[src/rtl/csa_seq_adder.sv]
// Multi-cycle wide adder: one WIDTH-bit conditional sum adder reused across CHUNKS slices.
// Optional subtract mode is enabled by defining CSA_SEQ_SUB_EN (adds a 'sub' input).

module csa #(
    parameter int unsigned WIDTH = 3
) (
    input  logic [WIDTH-1:0] a,
    input  logic [WIDTH-1:0] b,
    input  logic             ci,
    output logic [WIDTH-1:0] sum,
    output logic             co
);
    logic [WIDTH:0] res0;
    logic [WIDTH:0] res1;

    // Both carry-in outcomes are formed up front; the real carry only selects.
    always_comb begin
        res0 = (WIDTH+1)'(a) + (WIDTH+1)'(b);
        res1 = res0 + (WIDTH+1)'(1);
        {co, sum} = ci ? res1 : res0;
    end
endmodule

module csa_seq_adder #(
    parameter int unsigned WIDTH  = 3,
    parameter int unsigned CHUNKS = 4
) (
    input  logic                    clk,
    input  logic                    reset,
    input  logic                    start,
    input  logic [WIDTH*CHUNKS-1:0] a,
    input  logic [WIDTH*CHUNKS-1:0] b,
    input  logic                    ci,
`ifdef CSA_SEQ_SUB_EN
    input  logic                    sub,
`endif
    output logic                    busy,
    output logic                    done,
    output logic [WIDTH*CHUNKS-1:0] sum,
    output logic                    co
);
    localparam int unsigned N    = WIDTH * CHUNKS;
    localparam int unsigned IDXW = (CHUNKS > 1) ? $clog2(CHUNKS) : 1;
    localparam logic [IDXW-1:0] IDX_LAST = IDXW'(CHUNKS - 1);

    typedef enum logic [1:0] {
        IDLE = 2'd0,
        ADD  = 2'd1,
        DONE = 2'd2
    } state_t;

    state_t            state, state_next;
    logic [IDXW-1:0]   idx, idx_next;
    logic              carry, carry_next;
    logic [N-1:0]      op_a, op_a_next;
    logic [N-1:0]      op_b, op_b_next;
    logic [N-1:0]      sum_next;
    logic              co_next;
    logic [WIDTH-1:0]  slice_a, slice_b, slice_sum;
    logic              slice_co;
    int unsigned       offset;

    assign offset  = 32'(idx) * WIDTH;
    assign slice_a = op_a[offset +: WIDTH];
    assign slice_b = op_b[offset +: WIDTH];

    csa #(.WIDTH(WIDTH)) u_csa (
        .a   (slice_a),
        .b   (slice_b),
        .ci  (carry),
        .sum (slice_sum),
        .co  (slice_co)
    );

    always_ff @(posedge clk) begin
        if (reset) begin
            state <= IDLE;
            idx   <= '0;
            carry <= 1'b0;
            op_a  <= '0;
            op_b  <= '0;
            sum   <= '0;
            co    <= 1'b0;
            busy  <= 1'b0;
            done  <= 1'b0;
        end else begin
            state <= state_next;
            idx   <= idx_next;
            carry <= carry_next;
            op_a  <= op_a_next;
            op_b  <= op_b_next;
            sum   <= sum_next;
            co    <= co_next;
            busy  <= (state_next == ADD);
            done  <= (state_next == DONE);
        end
    end

    always_comb begin
        state_next = state;
        idx_next   = idx;
        carry_next = carry;
        op_a_next  = op_a;
        op_b_next  = op_b;
        sum_next   = sum;
        co_next    = co;

        case (state)
            IDLE: begin
                if (start) begin
                    state_next = ADD;
                    idx_next   = '0;
                    op_a_next  = a;
                    op_b_next  = b;
                    carry_next = ci;
                    sum_next   = '0;
`ifdef CSA_SEQ_SUB_EN
                    // Two's-complement subtract: invert b and force the carry-in.
                    if (sub) begin
                        op_b_next  = ~b;
                        carry_next = 1'b1;
                    end
`endif
                end
            end
            ADD: begin
                sum_next[offset +: WIDTH] = slice_sum;
                carry_next                = slice_co;
                if (idx == IDX_LAST) begin
                    state_next = DONE;
                    co_next    = slice_co;
                    idx_next   = '0;
                end else begin
                    idx_next = idx + IDXW'(1);
                end
            end
            DONE: begin
                state_next = IDLE;
            end
            default: begin
                state_next = IDLE;
            end
        endcase
    end
endmodule

[config.mk]
export PLATFORM = sky130hd
export DESIGN_NAME = csa_seq_adder
export DESIGN_NICKNAME = d
export VERILOG_FILES = /design/src/rtl/csa_seq_adder.sv
export SDC_FILE = /design/constraint.sdc
export NUM_CORES = 1
export LEC_CHECK = 0
export CAP_MARGIN = 40
export CORE_MARGIN = 10
export CORE_UTILIZATION = 45
export CTS_CLUSTER_SIZE = 20
export DETAILED_ROUTE_END_ITERATION = 8
export MAX_ROUTING_LAYER = met4
export PLACE_DENSITY = 0.72
export SETUP_SLACK_MARGIN = 0.05
export SYNTH_ARGS = -nofsm -noshare
export SYNTH_HDL_FRONTEND = slang
export SYNTH_SLANG_ARGS = --single-unit
[constraint.sdc]
create_clock -name clk -period 2.8 [get_ports clk]
set_input_delay 0.84 -clock clk [delete_from_list [all_inputs] [get_ports clk]]
set_output_delay 0.84 -clock clk [all_outputs]
set_load 0.01 [all_outputs]
After elaboration in Yosys (flattened, before gate mapping)
Cells that the tools add are included.

$add $sub $neg: 4. Multipliers: 1. Eq/ne operators: 5. Shifts and indexed selects: 4. Mux-type cells: 12. Reduce and logical (&&, ||, !) cells: 5.

Operator list (count): $neg 4->34 (1); $shift 3x34->12 const A (1); $shiftx 3x34->12 (1); $pmux 12 s2 (1); $shiftx 12x5->3 (2); $bwmux 12 (1); $mux 12 (1); $mux 2 (4); $pmux 2 s2 (2); $reduce_and 2->1 (3); $add 3x3->4 (1); $add 4x1->4 const B (1); $eq 2x1->1 const B (2); $eq 2x2->1 const B (2); $mul 2x2->4 const B (1); $mux 4 (1); $add 2x1->2 const B (1); $logic_not 2->1 (1); $ne 2x2->1 const B (1); $pmux 1 s2 (1); $reduce_bool 2->1 (1); $mux 1 (1).

Register bits: 44. Input port bits: 28. Output and inout bits: 15. Logic and storage cells: 40.

Longest topological paths before layout
Depth after elaboration: 8. Gate-level depth with buffers: 11. Gate-level depth less buffers: 10.

Modules after synthesis
A second synthesis with hierarchy kept.

Cells, all modules: 184. Area, all modules: 2065.7 sq um.

Modules (own cells, without submodules): csa_seq_adder (times used 1, cells each 170, area an instance 1926.8 sq um, seq. area each 880.8 sq um); csa (times used 1, cells each 14, area an instance 138.9 sq um, seq. area each 0.0 sq um).

Worst setup path after synthesis
OpenSTA, ideal clock, no wires.

Path type: flip-flop to flip-flop. From: register idx[0]. To: register sum[4]. Setup time: 0.128 ns. Arrival: 2.512 ns. Required time: 2.672 ns. Slack: 0.161 ns. Stages on the path, launching flop included: 11. Buffers on the path: 1. Clock period less this slack: 2.639 ns. Cell sequence: dfxtp_1 > buf_4 > mux4_2 > ha_1 > inv_1 > fa_1 > inv_1 > ha_1 > mux2_2 > a22oi_1 > nor2_1.

Cells in the longest elaborated chain, start to end: 8. Elaborated cells on any way between the ends: 11. Those cells by class: add/sub: 3; mul: 1; shift: 4; mux: 3.

Ends and longest elaborated chain: start, declared (RTL line 53) `logic [IDXW-1:0] idx, idx_next;`; start signal, assigned (RTL line 88) `idx <= idx_next;`; $mul 2x2->4 (*) (RTL line 63) `assign offset = 32'(idx) * WIDTH;`; $shiftx 12x5->3 (on tied branches) (RTL line 64, 65); $add 3x3->4 (RTL line 18) `res0 = (WIDTH+1)'(a) + (WIDTH+1)'(b);`; $add 4x1->4 (RTL line 19) `res1 = res0 + (WIDTH+1)'(1);`; $mux 4 (RTL line 20) `{co, sum} = ci ? res1 : res0;`; $shiftx 3x34->12 (RTL line 127) `sum_next[offset +: WIDTH] = slice_sum;`; $bwmux 12 (*) (RTL line 127); $pmux 12 s2 (*) (RTL line 108) `case (state)`; end signal, assigned (RTL line 92) `sum <= sum_next;`; end, declared (RTL line 39) `output logic [WIDTH*CHUNKS-1:0] sum,`.

Mark *: on every way between the ends. The rest lies on a longest branch, timed or not. A chain may end at the register's enable or synchronous reset.

Final worst setup path
Ends and elaborated chain as after synthesis.

==> results <==
- Global routing consumed, on the met3 layer, 3.41% of the routing resources.
- Of all nets on the critical path, the largest fanout is 4.
- The layout overhead on the synthesized area is 28.6%.
- After synthesis, the netlist uses 30 different library cells.
- The min-delay analysis places its worst path in the category flip-flop to flip-flop.
- The clock tree from TritonCTS is yes.
- The number of hold-slack violations in the final timing report was 0.
- The vias per cell is 5.19.
- The worst hold slack is 0.457 ns.
- The clock network power share is 34.7%.
- The count of yosys warnings during synthesis is 0.
- After clock tree synthesis, the clock-pin slew on the worst setup and hold paths is 0.08 ns.
- The worst path uses 93.2% of the clock period.
- Setup repair after global routing left no endpoint under its margin.
- The biggest area contributor in the post-synthesis netlist is dfxtp_1.
- Global routing finished with a remaining overflow of 0.
- The cell sitting at the root of the clock tree is a clkbuf_8.
- The count of nets left with antenna violations after detail routing is 0.
- Power spread over the standard cell area amounts to 536 nW/um^2.
- The share of async-settable or async-resettable flops after synthesis is 0%.
- The via count of the first global-routing pass came to 1628.
- The flow ran to the end, and the final reports show no timing, DRC or antenna violations.
- The max-cap check violation count is 0.
- Summed over all layers, the routed wires come to 4530 microns.
- The first routing iteration left 100 violations.
- The first global-routing pass estimated 7950 microns of wire.
- The clock arrives with 0.00520 ns of skew.
- The mapped netlist covers 1970 sq um.
- The number of design rule violations left after detail routing is 0.
- In the global route stage, overall resource usage came out at 13.6%.
- The synthesized area divided by synthesized cell count is 9.11 sq um.
- The maximum number of pins on one net before global-route repair is 34.
- Clock latency on the worst-skew pair, taken at its later pin, is 0.29 ns.
- By area the synthesized netlist is led by dfxtp_1 (45%), nand2_1 (10%), a21oi_1 (7.4%).
- The worst setup path is captured at a flip-flop.
- The total area inside the core boundary comes to 4120 sq um.
- Once the floorplan was initialized, standard cells occupied 47.8% of the core.
- The clock passes through at most 2 buffers.
- Setup total negative slack on the finished layout was measured at 0 ns.
- The internal power is 1.02 mW.
- The initial antenna violation count was 0.
- Walking the worst path, the cells encountered are mux4_2, ha_1, inv_1, fa_1, inv_1, ha_1, mux2_2, a22oi_1, nor2_1.
- Pin placement for this block handled 43 I/O pins.
- Data on the critical path arrives at its endpoint at 2.79 ns.
- Cells with a size suffix above 1 make up 9.69% of the layout.
- For this run, global-route usage on met2 was measured as 21.0%.
- From left edge to right edge, the die measures 86.1 microns.
- The number of clock buffers added by TritonCTS is 5.
- The final antenna diode count is 0.
- The global-route met1 utilization is 16.3%.
- Counting flops and latches in the post-synthesis netlist gives 44.
- The largest incremental delay on the critical path is 0.50 ns.
- The worst setup path is launched from a flip-flop.
- Routability-driven placement finished with a final weighted congestion of 0.871.
- The dominant register cell in the synthesized netlist is dfxtp_1.
- The HPWL after detailed placement is 3420 microns.
- The top cell types in the final layout, fill and taps aside, are nand2_1 (55), dfxtp_1 (43), clkdlybuf4s50_1 (42), a21oi_1 (29), nor2_1 (14).
- The library cell used most frequently in the layout, excluding fill and tap cells, is nand2_1.
- The H-tree was split into 2 levels.
- Dividing the detail-routed wire length by the instance count gives 14.7 microns.
- The final critical path time including I/O delays and setup is 2.61 ns.
- The power share of the sequential group is 49.7%.
- Counting flops with a built-in enable in the synthesized netlist gives 0.
- The placement-stage worst setup slack is 0.121 ns.
- The final count of pins violating max slew was 0.
- The slowest library cell on the worst path is mux4_2.
- For the pin with the worst max-slew slack, the measured transition is 0.878 ns.
- The number of iterations in the first detailed-routing pass is 4.
- For this design, the CTS-stage hold fixing added 0 buffers.
- The layer with the highest usage is met2.
- The worst setup slack for register-to-register paths is 0.19 ns.
- The post-synth net total is 253.
- The number of nets in the layout is 294.
- The analysis attributes to cell leakage a power of 0.967 nW.
- In this run the biggest area consumer among cell types represents 44.8% of the synthesized area.
- The remaining max-slew budget at the tightest pin is 41.5%.
- Of the synthesized area, sequential elements account for 44.8%.
- The maximum clock frequency is 383 MHz.
- The routed layout has 1600 vias.
- For this design the total switching power over the nets is 0.335 mW.
- The final-report setup violation count is 0.
- The required time reported for the critical path endpoint is 2.98 ns.
- The number of standard-cell rows in the floorplan is 23.
- The final worst-path setup slack is 0.190 ns.
- By startpoint and endpoint, the worst setup path is classified as flip-flop to flip-flop.
- The total placed cells including tap cells is 300.
- The cell count after synthesis is 216.
- Buffers placed on the I/O ports in this run total 42.
- The fraction of power consumed by combinational cells is 15.6%.
- The count of clock tree sinks is 44.
- The final standard cell count with taps included and fillers excluded is 308.
- The die area is 7420 sq um.
- The net switching share of the total power is 24.7%.
- The worst-case IR drop observed on VDD is 0.277 mV.
- The die is 86.1 microns tall.
power groups by stage:
stage	registers [mW]	clock network (mW)	logic [mW]
floorplan	0.683	0	0.136
global placement	0.689	0	0.206
detailed placement	0.689	0	0.210
CTS	0.674	0.477	0.210
global route	0.680	0.506	0.236
finish	0.675	0.470	0.212
flip-flops by register name, summed over array words and instances, names as in the netlist:
register and flops:
done 1, idx 2, busy 1, sum 12
co 1, state 2, op_a 12, op_b 12
carry 1
critical path, delay by kind of cell, from the launching register on:
| kind | cells | cell delay [ns] |
|---|---|---|
| AOI/OAI and AO/OA | 1 | 0.19 |
| adders and majority gates | 3 | 0.90 |
| buffers and inverters | 2 | 0.17 |
| DFF | 1 | 0.37 |
| muxes | 2 | 0.81 |
| and+or+nand+nor | 1 | 0.06 |
worst paths after layout:
| check | from | to | cells after the start |
|---|---|---|---|
| worst max-delay path | idx[0]$_SDFFE_PP0P_ | sum[4]$_SDFFE_PP0P_ | 9 |
| worst min-delay path | op_b[3]$_SDFFE_PP0P_ | op_b[3]$_SDFFE_PP0P_ | 2 |
| worst max register to register | idx[0]$_SDFFE_PP0P_ | sum[4]$_SDFFE_PP0P_ | 9 |
| worst min register to register | op_b[3]$_SDFFE_PP0P_ | op_b[3]$_SDFFE_PP0P_ | 2 |
metal layers:
layer	wire [microns]	share of wire [%]
met1	2120	47
met2	2130	47
met3	173	3.8
met4	100	2.2
met5	0	0
cells in the mapped netlist (4+ instances only):
cell type	number
dfxtp_1	44
clkbuf_1	5
xor2_1	4
a21o_1	4
buf_4	4
inv_1	8
mux4_2	6
nand2_1	55
a22oi_1	9
a21oi_1	29
nor2_1	14
ha_1	8
cell type report:
| cell class | instances | area [sq um] |
|---|---|---|
| clock buffers | 6 | 72.6 |
| clock inverters | 2 | 35.0 |
| fillers | 387 | 1580 |
| inverters | 8 | 30.0 |
| multi-input cells | 152 | 995 |
| flip-flops and latches | 44 | 882 |
| well taps | 50 | 62.6 |
| repair buffers | 46 | 454 |
through the flow:
stage / power [mW] / area (sq um) / utilization, %
floorplan: 0.819 / 1970 / -
global placement: 0.895 / 2410 / 58.6
detailed placement: 0.899 / 2410 / 58.6
CTS: 1.36 / 2520 / 61.2
global route: 1.42 / 2530 / 61.5
finish: 1.36 / 2530 / 61.5
what timing repair did:
| item | CTS | global route |
|---|---|---|
| endpoints found under the hold margin | 0 | 0 |
| buffers inserted | 0 | 0 |
| endpoints found under the setup margin | 0 | 8 |
| resized for setup | 0 | 3 |
cells by family (layout without fill, tap and decap cells):
family          count (synthesis)  in the layout  synth area share, %
mux                             7              7                 7.44
buf+inv                        20             62                 5.09
flops                          44             44                 44.8
compound gates                 49             49                 14.9
simple gates                   82             82                 19.5
xor+xnor                        5              5                 2.22
fa+ha+maj                       9              9                 6.10
No activity file was read; power rests on OpenSTA's default activity.
==> variant 1: new RTL, same flow settings <==
Reset style: asynchronous (`reset`), changed in one clocked block.
--- a/src/rtl/csa_seq_adder.sv
+++ b/src/rtl/csa_seq_adder.sv
@@ -72,7 +72,7 @@
         .co  (slice_co)
     );
 
-    always_ff @(posedge clk) begin
+    always_ff @(posedge clk or posedge reset) begin
         if (reset) begin
             state <= IDLE;
             idx   <= '0;
Behaviour: differs if reset is asserted again (counterexample within 4 cycles, from zero or initial values and one cycle with reset high); with reset held inactive, the same outputs for 10 cycles.
==> variant 1 against the unedited design <==
Worst hold slack improved by 37 ps; routed wire length fell by 3.4%; setup slack better by 3.5 ps; sequential cell count unchanged; non-clock buffer count rose by 2; highest routed layer unchanged; synthesized cell count is 25% lower; synthesized area grew 13%; largest cell class is now flip-flops and latches; clock skew is 11 ps higher; final area grew 11%.
Power is not compared: it rests on default switching activity, and its combinational part moved more than twofold at a synthesized area within 25%.
==> variant 1: results (changes against the unedited design) <==
* First-pass GRT wire length at 7.75 mm (-2.5%)
* Vias in the first global route at 1580 (-2.9%)
* Drt initial violations at 58 (-42%)
* Gr usage total at 11.7% (-1.9 points)
* Post-synthesis mux area share at 22.3% (+15 points)
* Pre-CTS setup slack at 105 ps (-16.0 ps)
* CP startpoint: idx[0]
* Compound-cell area share of the yosys netlist at 8.03% (-6.8 points)
* Asr flop ratio synth at 100% (+100 points)
* Avg WL per Cell at 15.9 um (+7.8%)
* Routed vias at 1355 (-15%)
* Post-synthesis cell type count at 34 (+13%)
* R2R cell count at 8 (-1)
* Post-synth top flop: dfrtp_1
* Largest net degree at the start of global routing at 45 (+32%)
* Reg clk slew, reported paths at 100 ps (+20 ps)
* Setup crit end: sum[1]
* Worst EP arrival at 2810 ps (+20 ps)
* Hpwl dp at 3.46 mm (+1.2%)
* Clock Skew at 16.0 ps (+10.8 ps)
* Share of cells above drive strength 1 at 23.4% (+14 points)
* Post-synth top cells: dfrtp_1 (44), mux2_4 (19), inv_1 (15), nand2_1 (9), ha_1 (8)
* Regs by FF count: op_a (12), op_b (12), sum (12)
* Leading post-synthesis cells by cell area: dfrtp_1 (49%), mux2_4 (13%), mux4_2 (6.1%)
* DP Area at 2700 um^2 (+12%)
* Clock tree root buffer cell: clkbuf_8
* Skew-Pair Late Insertion Delay at 300 ps
* Antenna diodes at 0 (unchanged)
* Synth Area in XOR/XNOR at 2.36% (+0.13 points)
* Net Count, Synth at 198 (-22%)
* Status: completed
* Slew of the pin with the lowest slew margin at 530 ps (-348 ps)
* Fillers at 383 (-1.0%)
* Adder-cell area share of the yosys netlist at 5.39% (-0.71 points)
* Sequential-to-total area share from yosys stat at 49.4% (+4.7 points)
* Gpl congestion at 0.824 (-5.4%)
* Post-layout min period at 2610 ps (-3.48 ps)
==> variant 1: cell count changes in the layout (fill, tap and decap cells not counted), sizes merged, moves of 4 or more <==
cell   change
a22o       +4
mux2      +24
dfxtp     -44
nand2     -46
a21oi     -24
a22oi      -8
nor2      -11
o22ai      +5
inv        +7
dfrtp     +44
==> variant 1: metal layers <==
metal  vias up  global-route usage (%)  part of all wire (%)
met5         -                       -                     0
met3         4                    3.82                   4.2
li1        659                       -                     -
met2        33                    19.7                    52
met1       659                    13.2                    43
met4         0                    2.65                  0.39
==> variant 1: per-stage QoR <==
stage / std cells / total power, mW
3_5_place_dp: 267 / 3.23
3_3_place_gp: 267 / 3.13
6_report: 276 / 3.63
5_1_grt: 276 / 3.95
4_1_cts: 275 / 3.65
2_1_floorplan: 161 / 2.71
==> variant 1: area by class of cell <==
cell class / count / area share, %
Sequential cell: 44 / 39.4
Multi-Input combinational cell: 94 / 35.3
Timing Repair Buffer: 48 / 17.1
Tap cell: 67 / 2.99
Clock buffer: 5 / 2.46
Inverter: 15 / 2.01
Clock inverter: 3 / 0.849
==> variant 1: logic make-up after synthesis <==
kind of cell	count (synthesis)
adders and majority gates	9
buffers and inverters	23
xor gates and xnor gates	6
DFF	44
and+or+nand+nor	21
muxes	32
AOI/OAI and AO/OA	26
==> variant 1: power by group <==
| part | switching, mW | internal (mW) | total (mW) |
|---|---|---|---|
| clock network | 0.227 | 0.177 | 0.404 |
| registers | 0.215 | 0.918 | 1.13 |
| logic | 0.964 | 1.13 | 2.10 |
| total | 1.41 | 2.23 | 3.63 |
==> variant 1: how the worst min path moves through the flow <==
stage / start / to / slack, ps / cells after the start
4_1_cts: co / co / 500 / 2
3_5_place_dp: co / co / 480 / 2
6_report: co / co / 490 / 2
3_3_place_gp: co / co / 470 / 2
2_1_floorplan: op_a[8] / op_a[8] / 480 / 1
5_1_grt: op_a[0] / op_a[0] / 540 / 1
==> variant 1: timing repair <==
item	4_1_cts	5_1_grt
gates resized for setup	0	1
setup endpoints to repair	0	6
setup buffers	0	1
==> variant 1: worst max-delay path: stages, from the launching register on <==
cell,delay (ps)
dfrtp_2,420
mux4_2,510
ha_1,240
inv_1,80
fa_1,420
inv_1,100
ha_1,240
mux2_2,290
a22o_1,220
==> variant 2: new RTL, same flow settings <==
Made on the original files. The parameter `CHUNKS` goes from 4 to 8.
--- a/src/rtl/csa_seq_adder.sv
+++ b/src/rtl/csa_seq_adder.sv
@@ -23,7 +23,7 @@
 
 module csa_seq_adder #(
     parameter int unsigned WIDTH  = 3,
-    parameter int unsigned CHUNKS = 4
+    parameter int unsigned CHUNKS = 8
 ) (
     input  logic                    clk,
     input  logic                    reset,
Interface: changed (resized a, b and sum); port bits go from 43 to 79. No check against the original RTL was run, so the function may have changed too.
==> variant 2 against the unedited design <==
The run now ends with setup timing left; routed wire length grew 110%; sequential power grew 82%; largest power group unchanged; sequential cell count grew 37; final area grew 96%; power grew 92%; core utilization grew 2.8 points; final cell count grew 92%; worst hold slack lost 2.3 ps; setup slack lost 250 ps; synthesized area grew 82%; clock skew grew 3.1 ps; fmax shrank 8.7%; critical endpoint is now sum[10].
==> variant 2: results (changes against the unedited design) <==
* PortBufs at 78 (+86%)
* GR Layer Usage met2 at 27.6% (+6.6 points)
* Pre-CTS setup slack at -94.5 ps (-215 ps)
* Clock buffers at 10 (+4)
* DRT Wirelength at 9.50 mm (+110%)
* Final clock-cell share at 4.40% (+0.15 points)
* Net Count, Synth at 465 (+84%)
* Skew-Pair Late Insertion Delay at 370 ps (+80 ps)
* Final Setup Violations at 5 (+5)
* Via density at 5.29 (+1.9%)
* Leading post-synthesis cells by cell area: dfxtp_1 (45%), nand2_1 (11%), a21oi_1 (7.6%)
* Routed vias at 3129 (+96%)
* Net Sw Frac at 26.3% (+1.7 points)
* Failing checks: setup timing
* Layout non-clock buf frac at 19.9% (+1.9 points)
* Leakage dissipation at 1.83 nW (+89%)
* CTS Buf Count at 9 (+4)
* Syn Area/Cell at 8.89 um^2 (-2.5%)
* Gpl congestion at 0.801 (-8.1%)
* Compound-cell area share of the yosys netlist at 15.2% (+0.29 points)
* Slew of the pin with the lowest slew margin at 836 ps (-41.7 ps)
* Metal-1 WL at 4.10 mm (+93%)
* Multi-input combinational area share at 39.9% (+0.64 points)
* Nets at 547 (+86%)
* Post-synthesis mux area share at 10.3% (+2.8 points)
* Fillers at 632 (+63%)
* FF+latch count at 81 (+84%)
* Met3 usage at 2.65% (-0.75 points)
* Power Internal at 1.92 mW (+88%)
* Post-synth top cells: nand2_1 (106), dfxtp_1 (81), a21oi_1 (54), nor2_1 (24)
* Inverters at 7 (-1)
* Status: complete, but fails checks
* Cells after DPL at 572 (+91%)
* Gr usage total at 17.0% (+3.4 points)
* Hpwl dp at 6.78 mm (+98%)
* Final WS setup at -60.5 ps (-250 ps)
* Setup TNS at -174 ps (-174 ps)
* First-pass GRT wire length at 15.7 mm (+98%)
* Drt initial violations at 220 (+120%)
* Met3 wire length at 563 um (+230%)
* Cell Area, Synth at 3570 um^2 (+82%)
* H-tree levels at 3 (+1)
* Post-CTS sizing at 19 (+19)
* Crit-path max FO at 8 (+4)
* Crit path max-delay family: multiplexers
* Synth Area in XOR/XNOR at 1.47% (-0.75 points)
* Regs by FF count: op_a (24), op_b (24), sum (24)
* Max VDD drop at 0.260 mV (-5.8%)
* Adder-cell area share of the yosys netlist at 4.06% (-2.0 points)
variant 2: cell types whose count changed after synthesis, moves of 4 or more:
cell      before  now
a22oi_1        9   18
clkbuf_1       5   18
nor2_1        14   24
mux2_2         1    5
buf_2          2    8
a31oi_1        0    6
nor3_1         2    8
nand2_1       55  106
mux4_2         6   12
a21oi_1       29   54
dfxtp_1       44   81
mux2i_1        0    4
variant 2: path summary, 6_finish.rpt:
check                              from  endpoint  slack, ps  cells past startpoint
worst min register to register  op_b[7]   op_b[7]        450                      2
worst max-delay path             idx[0]   sum[10]        -60                     10
worst min-delay path            op_b[7]   op_b[7]        450                      2
worst max register to register   idx[0]   sum[10]        -60                     10
variant 2: power by group through the flow:
stage / clock [mW] / combinational, mW / sequential (mW)
3_3_place_gp: 0 / 0.382 / 1.25
5_1_grt: 1.00 / 0.473 / 1.24
4_1_cts: 0.956 / 0.413 / 1.23
2_1_floorplan: 0 / 0.231 / 1.24
6_report: 0.946 / 0.434 / 1.23
3_5_place_dp: 0 / 0.391 / 1.26
